## config.mk

```make
export PLATFORM = sky130hd
export DESIGN_NAME = ntt_bank_reader_flat
export DESIGN_NICKNAME = d
export VERILOG_FILES = /design/src/rtl/ntt_bank_reader_if.sv /design/src/rtl/ntt_bank_reader.sv /design/src/flat_wrapper.sv
export SDC_FILE = /design/constraint.sdc
export NUM_CORES = 1
export LEC_CHECK = 0
export BUFFER_PORTS_ARGS = -buffer_cell sky130_fd_sc_hd__buf_2
export CELL_PAD_IN_SITES_DETAIL_PLACEMENT = 1
export CELL_PAD_IN_SITES_GLOBAL_PLACEMENT = 1
export CORE_ASPECT_RATIO = 2
export CORE_UTILIZATION = 42
export DETAILED_ROUTE_END_ITERATION = 6
export PLACE_DENSITY_LB_ADDON = 0.1
export SLEW_MARGIN = 0
export SYNTH_ARGS = -nofsm -noshare
export SYNTH_HDL_FRONTEND = slang
export SYNTH_SLANG_ARGS = --single-unit
```

## constraint.sdc

```tcl
create_clock -name clk -period 3.4 [get_ports clk]
set_input_delay 0.17 -clock clk [delete_from_list [all_inputs] [get_ports clk]]
set_output_delay 0.17 -clock clk [all_outputs]
set_load 0.02 [all_outputs]
```

## src/rtl/ntt_bank_reader_if.sv

```systemverilog
// Bank read port and coefficient stream bundle for the NTT result unloader.
// The master side (the unloader) drives the bank read strobe/address and the
// output stream. The slave side (bank memory plus downstream sink) returns
// read data and backpressure.
interface ntt_bank_reader_if #(
  parameter int DATA_W = 12,
  parameter int ADDR_W = 6
);
  // Bank read port, shared by all four banks
  logic              rd_en;
  logic [ADDR_W-1:0] rd_addr;
  logic [DATA_W-1:0] rd_data_0;
  logic [DATA_W-1:0] rd_data_1;
  logic [DATA_W-1:0] rd_data_2;
  logic [DATA_W-1:0] rd_data_3;

  // Coefficient stream, valid/ready
  logic [DATA_W-1:0] out_data;
  logic              out_valid;
  logic              out_ready;
  logic              out_last;

  modport master (
    output rd_en,
    output rd_addr,
    input  rd_data_0,
    input  rd_data_1,
    input  rd_data_2,
    input  rd_data_3,
    output out_data,
    output out_valid,
    input  out_ready,
    output out_last
  );

  modport slave (
    input  rd_en,
    input  rd_addr,
    output rd_data_0,
    output rd_data_1,
    output rd_data_2,
    output rd_data_3,
    input  out_data,
    input  out_valid,
    output out_ready,
    input  out_last
  );
endinterface

```

## src/rtl/ntt_bank_reader.sv

```systemverilog
// Result-unload engine for the 4-bank NTT core. After the core finishes, it
// reads the four coefficient banks one address group at a time and streams
// the coefficients out in natural order (index = addr*4 + bank) on a
// valid/ready interface. Every output is a register loaded from the
// next-state values, so downstream sees no combinational paths from inputs.
module ntt_bank_reader #(
  parameter int DATA_W = 12,
  parameter int ADDR_W = 6
) (
  input  logic                clk,
  input  logic                rst_n,
  input  logic                start_i,
  input  logic                clr_i,
  output logic                busy_o,
  output logic                done_o,
  ntt_bank_reader_if.master   bus
);

  // Last word address of each bank (DEPTH-1)
  localparam logic [ADDR_W-1:0] ADDR_LAST = {ADDR_W{1'b1}};
  localparam logic [ADDR_W-1:0] ADDR_ZERO = {ADDR_W{1'b0}};
  localparam logic [ADDR_W-1:0] ADDR_ONE  = {{(ADDR_W-1){1'b0}}, 1'b1};
  localparam logic [1:0]        SEL_LAST  = 2'd3;

  typedef enum logic [2:0] {
    S_IDLE = 3'd0,
    S_RD   = 3'd1,
    S_CAP  = 3'd2,
    S_EMIT = 3'd3,
    S_FIN  = 3'd4
  } state_e;

  // Control state
  state_e            state_q, state_d;
  logic [ADDR_W-1:0] addr_q,  addr_d;
  logic [1:0]        sel_q,   sel_d;
  logic [DATA_W-1:0] cbuf_q [4];
  logic [DATA_W-1:0] cbuf_d [4];

  // Registered outputs
  logic              rd_en_q,     rd_en_d;
  logic [ADDR_W-1:0] rd_addr_q,   rd_addr_d;
  logic [DATA_W-1:0] out_data_q,  out_data_d;
  logic              out_valid_q, out_valid_d;
  logic              out_last_q,  out_last_d;
  logic              busy_q,      busy_d;
  logic              done_q,      done_d;

  // A beat leaves only while we are presenting it and the sink takes it
  logic xfer_s;
  assign xfer_s = (state_q == S_EMIT) & out_valid_q & bus.out_ready;

  // State and datapath registers, async reset clears everything
  always_ff @(posedge clk or negedge rst_n) begin
    if (!rst_n) begin
      state_q   <= S_IDLE;
      addr_q    <= ADDR_ZERO;
      sel_q     <= 2'd0;
      cbuf_q[0] <= {DATA_W{1'b0}};
      cbuf_q[1] <= {DATA_W{1'b0}};
      cbuf_q[2] <= {DATA_W{1'b0}};
      cbuf_q[3] <= {DATA_W{1'b0}};
    end else begin
      state_q   <= state_d;
      addr_q    <= addr_d;
      sel_q     <= sel_d;
      cbuf_q[0] <= cbuf_d[0];
      cbuf_q[1] <= cbuf_d[1];
      cbuf_q[2] <= cbuf_d[2];
      cbuf_q[3] <= cbuf_d[3];
    end
  end

  // Next-state logic: clr aborts from any state and beats start and transfers
  always_comb begin
    state_d   = state_q;
    addr_d    = addr_q;
    sel_d     = sel_q;
    cbuf_d[0] = cbuf_q[0];
    cbuf_d[1] = cbuf_q[1];
    cbuf_d[2] = cbuf_q[2];
    cbuf_d[3] = cbuf_q[3];
    if (clr_i) begin
      state_d = S_IDLE;
      addr_d  = ADDR_ZERO;
      sel_d   = 2'd0;
    end else begin
      case (state_q)
        S_IDLE: begin
          if (start_i) begin
            state_d = S_RD;
          end else begin
            state_d = S_IDLE;
          end
        end
        S_RD: begin
          state_d = S_CAP;
        end
        S_CAP: begin
          // Bank data returns one cycle after the strobe
          cbuf_d[0] = bus.rd_data_0;
          cbuf_d[1] = bus.rd_data_1;
          cbuf_d[2] = bus.rd_data_2;
          cbuf_d[3] = bus.rd_data_3;
          sel_d     = 2'd0;
          state_d   = S_EMIT;
        end
        S_EMIT: begin
          if (xfer_s) begin
            if (sel_q != SEL_LAST) begin
              sel_d   = sel_q + 2'd1;
              state_d = S_EMIT;
            end else if (addr_q != ADDR_LAST) begin
              // addr only advances below the last word, so it never wraps
              addr_d  = addr_q + ADDR_ONE;
              state_d = S_RD;
            end else begin
              state_d = S_FIN;
            end
          end else begin
            state_d = S_EMIT;
          end
        end
        S_FIN: begin
          addr_d  = ADDR_ZERO;
          state_d = S_IDLE;
        end
        default: begin
          state_d = S_IDLE;
          addr_d  = ADDR_ZERO;
          sel_d   = 2'd0;
        end
      endcase
    end
  end

  // Output decode from next-state values so the output registers line up with state_q
  always_comb begin
    rd_en_d     = 1'b0;
    rd_addr_d   = rd_addr_q;
    out_data_d  = {DATA_W{1'b0}};
    out_valid_d = 1'b0;
    out_last_d  = 1'b0;
    busy_d      = 1'b0;
    done_d      = 1'b0;
    case (state_d)
      S_IDLE: begin
        busy_d = 1'b0;
      end
      S_RD: begin
        busy_d    = 1'b1;
        rd_en_d   = 1'b1;
        rd_addr_d = addr_d;
      end
      S_CAP: begin
        busy_d = 1'b1;
      end
      S_EMIT: begin
        busy_d      = 1'b1;
        out_valid_d = 1'b1;
        out_data_d  = cbuf_d[sel_d];
        out_last_d  = (sel_d == SEL_LAST) & (addr_d == ADDR_LAST);
      end
      S_FIN: begin
        busy_d = 1'b1;
        done_d = 1'b1;
      end
      default: begin
        busy_d = 1'b0;
      end
    endcase
  end

  // Output registers, cleared immediately by reset
  always_ff @(posedge clk or negedge rst_n) begin
    if (!rst_n) begin
      rd_en_q     <= 1'b0;
      rd_addr_q   <= ADDR_ZERO;
      out_data_q  <= {DATA_W{1'b0}};
      out_valid_q <= 1'b0;
      out_last_q  <= 1'b0;
      busy_q      <= 1'b0;
      done_q      <= 1'b0;
    end else begin
      rd_en_q     <= rd_en_d;
      rd_addr_q   <= rd_addr_d;
      out_data_q  <= out_data_d;
      out_valid_q <= out_valid_d;
      out_last_q  <= out_last_d;
      busy_q      <= busy_d;
      done_q      <= done_d;
    end
  end

  assign bus.rd_en     = rd_en_q;
  assign bus.rd_addr   = rd_addr_q;
  assign bus.out_data  = out_data_q;
  assign bus.out_valid = out_valid_q;
  assign bus.out_last  = out_last_q;
  assign busy_o        = busy_q;
  assign done_o        = done_q;

endmodule

```

## src/flat_wrapper.sv

```systemverilog
// flat-port wrapper written by rule: the top's interface ports become plain ports
module ntt_bank_reader_flat 
#(
  parameter int DATA_W = 12,
  parameter int ADDR_W = 6
)
  (clk, rst_n, start_i, clr_i, busy_o, done_o, bus_rd_en, bus_rd_addr, bus_rd_data_0, bus_rd_data_1, bus_rd_data_2, bus_rd_data_3, bus_out_data, bus_out_valid, bus_out_ready, bus_out_last);
  ntt_bank_reader_if #(.DATA_W(DATA_W), .ADDR_W(ADDR_W)) bus_i ();
  input  logic clk;
  input  logic rst_n;
  input  logic start_i;
  input  logic clr_i;
  output logic busy_o;
  output logic done_o;
  output wire logic [$bits(bus_i.rd_en)-1:0] bus_rd_en;
  output wire logic [$bits(bus_i.rd_addr)-1:0] bus_rd_addr;
  input wire logic [$bits(bus_i.rd_data_0)-1:0] bus_rd_data_0;
  input wire logic [$bits(bus_i.rd_data_1)-1:0] bus_rd_data_1;
  input wire logic [$bits(bus_i.rd_data_2)-1:0] bus_rd_data_2;
  input wire logic [$bits(bus_i.rd_data_3)-1:0] bus_rd_data_3;
  output wire logic [$bits(bus_i.out_data)-1:0] bus_out_data;
  output wire logic [$bits(bus_i.out_valid)-1:0] bus_out_valid;
  input wire logic [$bits(bus_i.out_ready)-1:0] bus_out_ready;
  output wire logic [$bits(bus_i.out_last)-1:0] bus_out_last;
  assign bus_rd_en = bus_i.rd_en;
  assign bus_rd_addr = bus_i.rd_addr;
  assign bus_i.rd_data_0 = bus_rd_data_0;
  assign bus_i.rd_data_1 = bus_rd_data_1;
  assign bus_i.rd_data_2 = bus_rd_data_2;
  assign bus_i.rd_data_3 = bus_rd_data_3;
  assign bus_out_data = bus_i.out_data;
  assign bus_out_valid = bus_i.out_valid;
  assign bus_i.out_ready = bus_out_ready;
  assign bus_out_last = bus_i.out_last;
  ntt_bank_reader #(.DATA_W(DATA_W), .ADDR_W(ADDR_W)) u_core (.clk(clk), .rst_n(rst_n), .start_i(start_i), .clr_i(clr_i), .busy_o(busy_o), .done_o(done_o), .bus(bus_i));
endmodule
```

==> results.cfg <==
[status]
outcome = finished, violations left
violations = design-rule violations

[routing]
first_iter_violations = 122
avgViaCountPerCell = 5.384
vias = 3268
wl_per_cell_um = 17.32
drt_first_pass_iters = 6
ant_nets = 0
drc = 6
wl_mm = 10.51

[sta]
finalSetupViolCount = 0
min_period_ps = 2577
rsz0062_at_grt = false
max_freq_ghz = 0.3880
worst_pin_slew_ps = 1041
fin_skew_ps = 5.386
hold_viol = 0
layout_setup_ws_ps = 822.6
relSlewSlack = 0.3057
setup_tns_ps = 0
drv_slew = 0
finalCritPeriodShare = 0.7580

[clock_tree]
cts.repair.resized = 0
cts_setup_buffers = 0
numCtsBuffers = 9
clkLatencyLatePin_ps = 340
cts_sinks = 82
cts_tree = yes
cts_max_level = 3
cts_max_path_buffers = 2
root_buffer = clkbuf_16
holdBufCountCts = 0
path_clk_slew_ps = 60

[cells_and_area]
regArea_mm2 = 0.002052
area_growth_pct = 19.62
fillCellCount = 1070
num_antenna_cells = 0
fin_cells = 607
multi_input_area_mm2 = 0.001759
final_common_cell = nand2_1
mostFrequentLayoutCells = nand2_1 (150), dfrtp_1 (82), buf_2 (74)
fin_nets = 554
drive_above_1_share = 0.2693

[pwr]
power_density_mw_per_mm2 = 616.9
p_leak_uw = 0.002455
peakVddDrop_mv = 0.3857
total_power_uw = 2928

[floorplan]
io_pins = 76
dieArea_mm2 = 0.009863
dieWidth_um = 70.73
rows = 49
dieHeight_um = 139.5
initial_core_util = 0.4373
core_region_area_mm2 = 0.009074

[synthesis]
yosysSeqAreaShare = 0.5172
async_flop_share = 1.000
syn_avg_cell_area_um2 = 9.058
synth_seq_cells = 82
netlist_top_cells_area = dfrtp_1 (52%), nand2_1 (14%), nor2_1 (6.0%), mux2_2 (5.7%), o32ai_2 (2.9%)
yosysWarnings = 0
syn-instance-count = 438
synth_edf_count = 0
synthesis.nets = 492
yosys.area.top_type_share = 0.5172
yosys_most_used_dff = dfrtp_1
syn_area_mm2 = 0.003968
yosys.area.top_type = dfrtp_1
synth.distinct_cells = 38

[global_routing]
grt-ovfl-total = 0
first_global_vias = 3626
antenna_found_initial = 0
grtUsageTotal = 0.2364
grt_max_degree = 97
grt_pass1_wl_mm = 17.99

[run]
cap_violations = 0

[placed_design]
dp_slack_ps = 887.9
io_buffers = 75
place_congestion = 0.8897
dp_cells = 591
dp_hpwl_mm = 7.056

[setup_path]
cp_cell_sequence = or3b_1, o31a_1, or4b_1, buf_4, mux2_4, o32ai_2
reg2reg_to = u_core.bus.out_data[9]
cp-end-kind = flip-flop
r2r_start = u_core.state_q[0]
worst-r2r-cell-count = 6
worstPathRequired_ps = 3620
critPathKind = reg -> reg
cp.arrival_ps = 2800
critical-path-max-stage-delay_ps = 500
cp_slowest_cell = or4b_1
cp_max_fo = 25
r2r_slack_ps = 820
path_buf_inv = 1
critPathTopFamily = simple AND/OR/NAND/NOR gates
crit_path_start_kind = flip-flop

[min_path]
hold_path_class = in -> async
==> power breakdown <==
part | switching [µW] | internal [µW] | total (µW) | leakage [µW]
sequential | 108 | 1160 | 1270 | 0.00107
clock | 391 | 755 | 1150 | 0.000176
combinational | 272 | 242 | 514 | 0.00121
total | 771 | 2160 | 2930 | 0.00246
==> cells in the mapped netlist (2+ instances only) <==
library cell  number
nor2_1            63
nand3_1            6
a31oi_1            2
buf_1              2
or3_1              2
nand2b_1           2
mux2_2            20
a21oi_1            7
nand2_1          150
inv_1              5
o211ai_1           2
nor2b_1            3
mux2_4             7
o32ai_1            5
o32ai_2            7
nand4_1            2
dfrtp_1           82
nor3_1             3
and3_1             4
clkbuf_1          22
buf_6              2
mux2i_1            8
buf_2              3
o21ai_0           14
or2_2              2
==> routing by layer <==
metal,share of wire,vias to the layer above,global-route usage
li1,-,1556,-
met3,0.025,29,0.03621
met2,0.54,80,0.4236
met1,0.39,1603,0.2605
met5,0,-,0
met4,0.046,0,0.1316
==> worst reg2reg max path: cells and delay by family (launching register included) <==
family / cells / cell delay (ps)
simple gates: 2 / 940
mux: 1 / 360
flops: 1 / 490
compound gates: 2 / 420
buf+inv: 1 / 260
==> state kept, by name, indices dropped and copies added (netlist names) <==
signal	flops
u_core.addr_q	6
u_core.state_q	3
u_core.busy_o	1
u_core.bus.out_last	1
u_core.cbuf_q	48
u_core.bus.rd_addr	6
u_core.sel_q	2
u_core.done_o	1
u_core.bus.rd_en	1
u_core.bus.out_data	12
u_core.bus.out_valid	1
==> metrics by stage <==
step | util | instance area, µm² | hold WS (ps)
finish | 0.5230 | 4746 | 1.142
global route | 0.5230 | 4746 | 30.89
CTS | 0.5230 | 4746 | 18.32
detailed placement | 0.4841 | 4393 | 365.7
global placement | 0.4841 | 4393 | 360.4
floorplan | - | 3968 | -125.6
==> worst max-delay path by stage <==
stage | from | endpoint | depth (start not counted)
2_1_floorplan | u_core.state_q[0] | u_core.bus.out_data[10] | 8
3_3_place_gp | u_core.state_q[0] | u_core.bus.out_data[5] | 6
3_5_place_dp | u_core.state_q[0] | u_core.bus.out_data[6] | 6
4_1_cts | u_core.state_q[0] | u_core.bus.out_data[9] | 6
5_1_grt | u_core.state_q[0] | u_core.bus.out_data[9] | 6
6_report | u_core.state_q[0] | u_core.bus.out_data[9] | 6
==> cell families after synthesis <==
logic type	count (synthesis)	synth area share
buffers and inverters	35	0.04194
muxes	35	0.1034
AOI/OAI and AO/OA	40	0.07947
DFF	82	0.5172
adders and majority gates	1	0.003153
and+or+nand+nor	244	0.2526
xor gates and xnor gates	1	0.002208
==> area by class of cell <==
class,instances,area share
clock buffers,11,0.05326
well taps,102,0.02689
multi-input cells,321,0.3707
clock inverters,5,0.02109
flip-flops and latches,82,0.4324
repair buffers,81,0.09175
inverters,5,0.003955
No activity file was read; power rests on OpenSTA's default activity.
